## src/rtl/cpu_pkg.sv

```systemverilog
// Types and constants shared across the CPU front end.
package cpu_pkg;

  typedef struct packed {
    logic [31:0] pc;
    logic [31:0] inst;
  } inst_entry_t;

  localparam logic [31:0] INST_NOP = 32'h0;

endpackage : cpu_pkg

```

## src/rtl/fetch_inst_queue.sv

```systemverilog
// Dual-issue instruction queue between fetch and the two decoders: up to two
// {pc, inst} pushes and two pops per cycle over a circular register store.
module fetch_inst_queue
  import cpu_pkg::*;
#(
  parameter int DEPTH = 16
) (
  input  logic                     clk,
  input  logic                     rst,
  input  logic                     flush,
  input  logic [1:0]               push_vld,
  input  logic [31:0]              push_pc0,
  input  logic [31:0]              push_pc1,
  input  logic [31:0]              push_inst0,
  input  logic [31:0]              push_inst1,
  output logic                     full,
  output logic                     empty,
  output logic [$clog2(DEPTH):0]   count,
  output logic [1:0]               head_vld,
  output logic [31:0]              head_pc0,
  output logic [31:0]              head_pc1,
  output logic [31:0]              head_inst0,
  output logic [31:0]              head_inst1,
  input  logic [1:0]               pop_num
);

  localparam int AW = $clog2(DEPTH);
  localparam int CW = AW + 1;
  localparam logic [CW-1:0] FULL_LIM = CW'(DEPTH - 2);

  inst_entry_t   mem_q [DEPTH];
  logic [AW-1:0] wptr_q, wptr_d, rptr_q, rptr_d;
  logic [AW-1:0] wptr1_s, rptr1_s;
  logic [CW-1:0] count_q, count_d;
  logic [CW-1:0] n_push_s, n_pop_s, pop_req_s;
  logic          push_en_s, wr0_s, wr1_s;
  inst_entry_t   rd0_s, rd1_s;

  assign wptr1_s = wptr_q + AW'(1);
  assign rptr1_s = rptr_q + AW'(1);

  assign count    = count_q;
  assign full     = (count_q > FULL_LIM);
  assign empty    = (count_q == CW'(0));
  assign head_vld = {(count_q >= CW'(2)), (count_q != CW'(0))};

  // Push acceptance, pop clamping and next pointer/count state.
  always_comb begin
    push_en_s = 1'b0;
    wr0_s     = 1'b0;
    wr1_s     = 1'b0;
    n_push_s  = CW'(0);
    n_pop_s   = CW'(0);
    pop_req_s = {{(CW-2){1'b0}}, pop_num};
    wptr_d    = wptr_q;
    rptr_d    = rptr_q;
    count_d   = count_q;

    if (full || flush) begin
      push_en_s = 1'b0;
    end else begin
      push_en_s = 1'b1;
    end
    wr0_s    = push_en_s & push_vld[0];
    wr1_s    = push_en_s & push_vld[1];
    n_push_s = CW'(wr0_s) + CW'(wr1_s);

    // Over-popping is clamped to the occupancy so count never underflows.
    if (pop_req_s > count_q) begin
      n_pop_s = count_q;
    end else begin
      n_pop_s = pop_req_s;
    end

    if (flush) begin
      wptr_d  = AW'(0);
      rptr_d  = AW'(0);
      count_d = CW'(0);
    end else begin
      wptr_d  = wptr_q + n_push_s[AW-1:0];
      rptr_d  = rptr_q + n_pop_s[AW-1:0];
      count_d = count_q + n_push_s - n_pop_s;
    end
  end

  // Pointer and occupancy registers.
  always_ff @(posedge clk) begin
    if (rst) begin
      wptr_q  <= AW'(0);
      rptr_q  <= AW'(0);
      count_q <= CW'(0);
    end else begin
      wptr_q  <= wptr_d;
      rptr_q  <= rptr_d;
      count_q <= count_d;
    end
  end

  // Entry storage; contents survive reset and flush since pointers gate visibility.
  always_ff @(posedge clk) begin
    if (wr0_s) begin
      mem_q[wptr_q] <= '{pc: push_pc0, inst: push_inst0};
    end
    if (wr1_s) begin
      mem_q[wptr1_s] <= '{pc: push_pc1, inst: push_inst1};
    end
  end

  assign rd0_s = mem_q[rptr_q];
  assign rd1_s = mem_q[rptr1_s];

  // Head slots, masked to NOP/zero PC when not valid.
  always_comb begin
    head_pc0   = 32'h0;
    head_inst0 = INST_NOP;
    head_pc1   = 32'h0;
    head_inst1 = INST_NOP;
    if (head_vld[0]) begin
      head_pc0   = rd0_s.pc;
      head_inst0 = rd0_s.inst;
    end else begin
      head_pc0   = 32'h0;
      head_inst0 = INST_NOP;
    end
    if (head_vld[1]) begin
      head_pc1   = rd1_s.pc;
      head_inst1 = rd1_s.inst;
    end else begin
      head_pc1   = 32'h0;
      head_inst1 = INST_NOP;
    end
  end

endmodule : fetch_inst_queue

```

## config.mk

```make
export PLATFORM = sky130hd
export DESIGN_NAME = fetch_inst_queue
export DESIGN_NICKNAME = d
export VERILOG_FILES = /design/src/rtl/cpu_pkg.sv /design/src/rtl/fetch_inst_queue.sv
export SDC_FILE = /design/constraint.sdc
export NUM_CORES = 2
export LEC_CHECK = 0
export ABC_CLOCK_PERIOD_IN_PS = 9600
export BUFFER_PORTS_ARGS = -buffer_cell sky130_fd_sc_hd__buf_2
export CAP_MARGIN = 20
export CORE_UTILIZATION = 65
export CTS_BUF_LIST = sky130_fd_sc_hd__clkbuf_4 sky130_fd_sc_hd__clkbuf_8
export CTS_CLUSTER_DIAMETER = 50
export CTS_CLUSTER_SIZE = 25
export DETAILED_ROUTE_END_ITERATION = 12
export MAX_ROUTING_LAYER = met4
export PLACE_DENSITY = 0.84
export SETUP_SLACK_MARGIN = 0.4
export SLEW_MARGIN = 25
export SYNTH_ARGS = -nofsm -noshare
export SYNTH_HDL_FRONTEND = slang
export SYNTH_SLANG_ARGS = --single-unit
```

## constraint.sdc

```tcl
create_clock -name clk -period 9.6 [get_ports clk]
set_clock_uncertainty 0.2 [all_clocks]
set_input_delay 2.88 -clock clk [delete_from_list [all_inputs] [get_ports clk]]
set_output_delay 2.88 -clock clk [all_outputs]
set_load 0.05 [all_outputs]
```

**Yosys cells after proc, flatten, opt, wreduce, memory -nomap -nowiden**

Memory sizes are Yosys's and may differ from the RTL's. A register that Yosys moved wholly into a read port is not among the register bits.
Index checks and enable logic that the tools add are counted.
Widths: inputs -> output; s select.

- Output and inout port bits: 137
- ROM bits: 0
- Latch bits: 0
- Memories kept: 1
- Flip-flop bits (word level): 13
- Word-level logic and storage cells: 31
- Bits of input ports: 135
- Bits in writable memories: 1024

- Shifts and indexed selects: 0
- Div/mod/pow operators: 0
- Mux-type cells: 11
- Bitwise operators: 2
- Reductions and logical operators: 4
- $mul: 0
- $add $sub $neg: 7
- $lt $le $gt $ge: 3
- Equal/unequal tests: 0

Memories:

| name | depth | bits a word | read ports | clocked after memory_dff | wr ports | line | RTL |
|---|---|---|---|---|---|---|---|
| mem_q | 16 | 64 | 2 | 1 | 2 | fetch_inst_queue.sv:31 | `inst_entry_t mem_q [DEPTH];` |

Operators with widths:

| operator | count |
|---|---|
| $mux 32 | 4 |
| $add 4x1->4 const B | 2 |
| $add 5x2->5 | 1 |
| $ge 5x2->1 const B | 1 |
| $gt 2x5->1 | 1 |
| $gt 5x4->1 const B | 1 |
| $logic_not 5->1 | 1 |
| $mux 1 | 5 |
| $mux 5 | 1 |
| $reduce_bool 5->1 | 1 |
| $sub 5x5->5 | 1 |
| $add 4x2->4 | 1 |
| $add 4x4->4 | 1 |
| $mux 4 | 1 |
| $add 1x1->2 | 1 |
| $and 1x1->1 | 2 |
| $reduce_or 2->1 | 1 |
| $logic_or 1x1->1 | 1 |

**Longest topological paths before layout**

- Depth in word-level cells: 7
- Depth in mapped cells: 14
- Mapped depth without buffers: 14

**Least setup slack after synthesis**

Ideal clock, no wire load.

- Path type: input -> register
- Start point: input flush
- End point: memory mem_q[10][0] (netlist name), enable pin
- Path buffers: 1
- Data required time: 8826 ps
- Library setup time: 574 ps
- Stages: 5
- Arrival: 7979 ps
- Path slack: 847 ps
- Path through: clkinv_1 > and3_1 > clkbuf_1 > nand2_1 > o21ai_0

RTL lines:

| item | line | RTL |
|---|---|---|
| from (decl) | fetch_inst_queue.sv:10 | `input logic flush,` |
| to (decl) | fetch_inst_queue.sv:31 |  |

==> impl_summary.md <==
Routing
In the routed design, unresolved DRC markers number 0. In the routed layout, each cell is associated on average with a via count of 7.59. The wire length per cell after detailed routing is roughly 36 um. For this block, the initial DRC count from the detailed router was around 5,500. Across all layers, the routed design uses 37,510 vias. The detail route stage leaves a number of antenna-violating nets equal to 0. Summed over all layers, the routed wires come to 177,000 um. The number of optimization iterations in the first detailed-route pass is 5.

Power and ir drop
The analysis attributes to net switching a power of between 6 and 7 mW. The clock share of power is ~23%. In this run the static leakage power is just over 20 nW. The relative contribution of sequential cells to total power is between 30% and 40%. The portion of total power attributed to combinational logic is 42.6%. The internal power is between 9 and 10 mW. VDD sags by at most 0.422 mV. The power per cell area is around 230 nW/um^2.

The switching part of the total power is 40.7%.

Outcome
The flow ran to the end, and the final reports show no timing, DRC or antenna violations.

Die
The placeable core area is 92,100 um^2. The initial core utilization is about 66%. The floorplan die area is about 95,000 um^2.

The floorplan step set the die width to ~310 um. The initialized floorplan defines 111 standard-cell rows. The chip height is approximately 300 um. During I/O placement, the number of pins put on the boundary was 272.

Min path
The type of the tightest min-delay check is reg -> reg. Along the worst hold path, the cell count comes to 2. The path with the worst hold slack has its endpoint at rptr_q[3].

The beginning of the worst hold path is rptr_q[3].

Place
The number of buffers added on ports is ~270. The final weighted congestion in routability-driven placement is 0.857. Summed over all nets, the half-perimeter wirelength after detailed placement is between 90,000 and 100,000 um.

Synthesis
In this run, synthesis inferred roughly 1,000 flip-flops with an integrated enable. The gate count after technology mapping is roughly 3,500. Counting instances in the post-synthesis netlist gives the leading cell types as edfxtp_1, mux2_2, mux4_2. The top-area cell type share of the netlist area is between 50 and 60%. The cell with the most instances after synthesis is edfxtp_1.

Of the synthesized area, sequential elements account for between 50 and 60%. The most area-hungry cell type in the Yosys netlist is edfxtp_1. The netlist area before placement is ~61,000 um^2. The post-synthesis cell type count is 48. Ranked by total cell area, the synthesized netlist is headed by edfxtp_1, mux4_2, mux2_2. The flip-flop and latch count after synthesis is between 1,000 and 1,500. The count of synthesis-stage warnings from yosys is 0. After synthesis, the share of flip-flops with an asynchronous set or reset is 0%.

The average instance in the mapped netlist occupies roughly 17 um^2. When the netlist entered floorplanning its net count stood at 3,652. The dominant register cell in the synthesized netlist is edfxtp_1.

Clocking
The number of gates resized after CTS was 0. In this run, CTS created clock tree buffers numbering roughly 110. After clock tree synthesis, the clock-pin slew on the worst setup and hold paths is 0.10 ns. The clock insertion delay at the later pin of the skew report is 0.82 ns. The H-tree was split into 3 levels. The number of hold buffers added after CTS was 0. The clock tree buffer depth is 3. The number of setup buffers added after CTS is 0.

TritonCTS built the clock tree. The root buffer cell chosen for the clock tree is clkbuf_8. The tree built by TritonCTS fans out to 1,037 sinks.

GRT
The global-route wire length before repair is around 260,000 um. Global routing used between 30% and 40% of the available tracks. Global routing finished with a remaining overflow of 0.

Entering global routing, the biggest net connects around 150 pins. The initial antenna violation count is 33. The via count of the first global-routing pass is 38,864.

Timing
The clock period minus final worst setup slack is slightly below 8 ns. The count of pins over their slew limit was 0. The final total negative setup slack is 0 ns.

The worst slack on hold paths is about 0.46 ns. The number of hold violations in the final report is 0. In this run the tightest slew margin relative to its limit is 19.1%. For the pin with the worst max-slew slack, the measured transition is ~1.2 ns.

Setup violations remaining at the end of the flow were counted as 0. The fmax is 0.128 GHz. Setup repair after global routing left no endpoint under its margin. The ratio of final minimum period to clock period is about four fifths.

Critical path
The worst register-to-register path has a depth of 5. The worst setup path is launched from a flop. The capturing point of the worst reg2reg path is mem_q[13][43].

The worst register-to-register path has a setup slack of between 5 and 6 ns. Data on the critical path arrives at its endpoint at between 4 and 5 ns. The start of the worst register-to-register path is count[1]. The critical path in this run is classified as reg -> out. The required time reported for the critical path endpoint is between 6 and 7 ns. STA classifies the critical path endpoint as an output pin. The maximum fanout count along the critical path is approximately 110.

Cells and area
The net count reported at finish is about 3,700. The layout cell share with drive strength beyond 1 is 57.8%. The synthesis-to-layout area growth is 7.84%. The sequential cell area is 31,000 um^2. The number of fillers in the final layout is 5,649.

The total area of multi-input combinational cells is between 20,000 and 30,000 um^2.

Flow run
The tool flagged a number of max-cap violations equal to 0.
state kept, by name, summed over array words and instances, names as in the netlist:
| signal | count |
|---|---|
| rptr_q | 4 |
| mem_q | 1024 |
| wptr_q | 4 |
| count | 5 |
worst max path at each step:
stage / start / endpoint / slack, ns / depth (start not counted)
floorplan: flush / mem_q[10][0] / 0.85 / 5
global placement: rptr_q[1] / head_inst0[3] / 2.63 / 6
detailed placement: rptr_q[1] / head_inst0[3] / 2.63 / 6
CTS: rptr_q[1] / head_inst0[3] / 1.74 / 6
global route: rptr_q[0] / head_inst0[27] / 1.62 / 7
finish: rptr_q[0] / head_inst0[27] / 1.78 / 7
worst max-delay path, cell delays in order, from the launching register on:
cell and delay [ns]:
dfxtp_4 0.77, buf_4 0.79, buf_12 0.37, buf_16 0.53, mux4_2 0.59, mux2i_1 0.22
o22ai_1 0.17, buf_2 0.31
metrics by stage:
| stage | utilization, % | instances | total power [mW] | area, um^2 | worst slack [ns] |
|---|---|---|---|---|---|
| 3_5_place_dp | 67.9 | 4688 | 11.7 | 62500 | 2.63 |
| 4_1_cts | 70.9 | 4904 | 15.1 | 65300 | 1.74 |
| 2_1_floorplan | - | 3499 | 10.1 | 60700 | 0.847 |
| 3_3_place_gp | 67.8 | 4685 | 11.6 | 62500 | 2.63 |
| 6_report | 71.1 | 4943 | 15.2 | 65500 | 1.78 |
| 5_1_grt | 71.1 | 4936 | 15.6 | 65500 | 1.62 |
power groups by stage:
| stage | Combinational (mW) | Clock (mW) | Sequential (mW) |
|---|---|---|---|
| 6_report | 6.47 | 3.53 | 5.19 |
| 5_1_grt | 6.69 | 3.69 | 5.20 |
| 4_1_cts | 6.41 | 3.53 | 5.19 |
| 3_5_place_dp | 6.39 | 0 | 5.29 |
| 3_3_place_gp | 6.28 | 0 | 5.28 |
| 2_1_floorplan | 4.81 | 0 | 5.27 |
cell usage in the layout (no fill, tap or decap), types with 4 or more instances in the layout:
cell type	n
and2_1	4
buf_12	12
buf_16	4
buf_2	271
buf_4	63
bufinv_16	15
clkbuf_4	10
clkbuf_8	116
clkinv_1	5
clkinv_2	10
clkinv_4	12
clkinv_8	4
clkinvlp_4	11
dfxtp_1	10
diode_2	36
edfxtp_1	1024
fa_1	4
ha_1	13
inv_1	14
inv_6	21
inv_8	11
mux2_1	37
mux2_2	988
mux2i_1	256
mux4_2	512
nand2_1	7
nor2_1	10
nor2_4	10
nor2_8	4
nor2b_1	5
o22ai_1	128
o22ai_4	15
xnor2_1	4
metal layers:
layer | wire length [um] | share of wire [%] | vias to the layer above | GRT usage, %
li1 | - | - | 14717 | -
met1 | 61500 | 35 | 19295 | 49.4
met2 | 84700 | 48 | 2985 | 59.0
met3 | 23800 | 13 | 513 | 9.94
met4 | 7010 | 4.0 | 0 | 16.7
met5 | 0 | 0 | - | -
cells by family after synthesis:
kind of cell	Yosys count	share of synthesized area, %
compound gates	156	1.64
xor+xnor	8	0.115
fa+ha+maj	18	0.420
buf+inv	419	3.72
flops	1037	51.1
mux	1793	42.2
other cells	1	0.00618
simple gates	67	0.812
layout make-up:
class,count,area share (%)
diodes,36,0.138
clock buffers,126,2.55
clock inverters,90,1.66
inverters,15,0.0860
multi-input cells,2043,42.4
flip-flops and latches,1037,47.4
well taps,1243,2.38
repair buffers,353,3.38
Note: power is estimated with default switching activity, not from simulation.
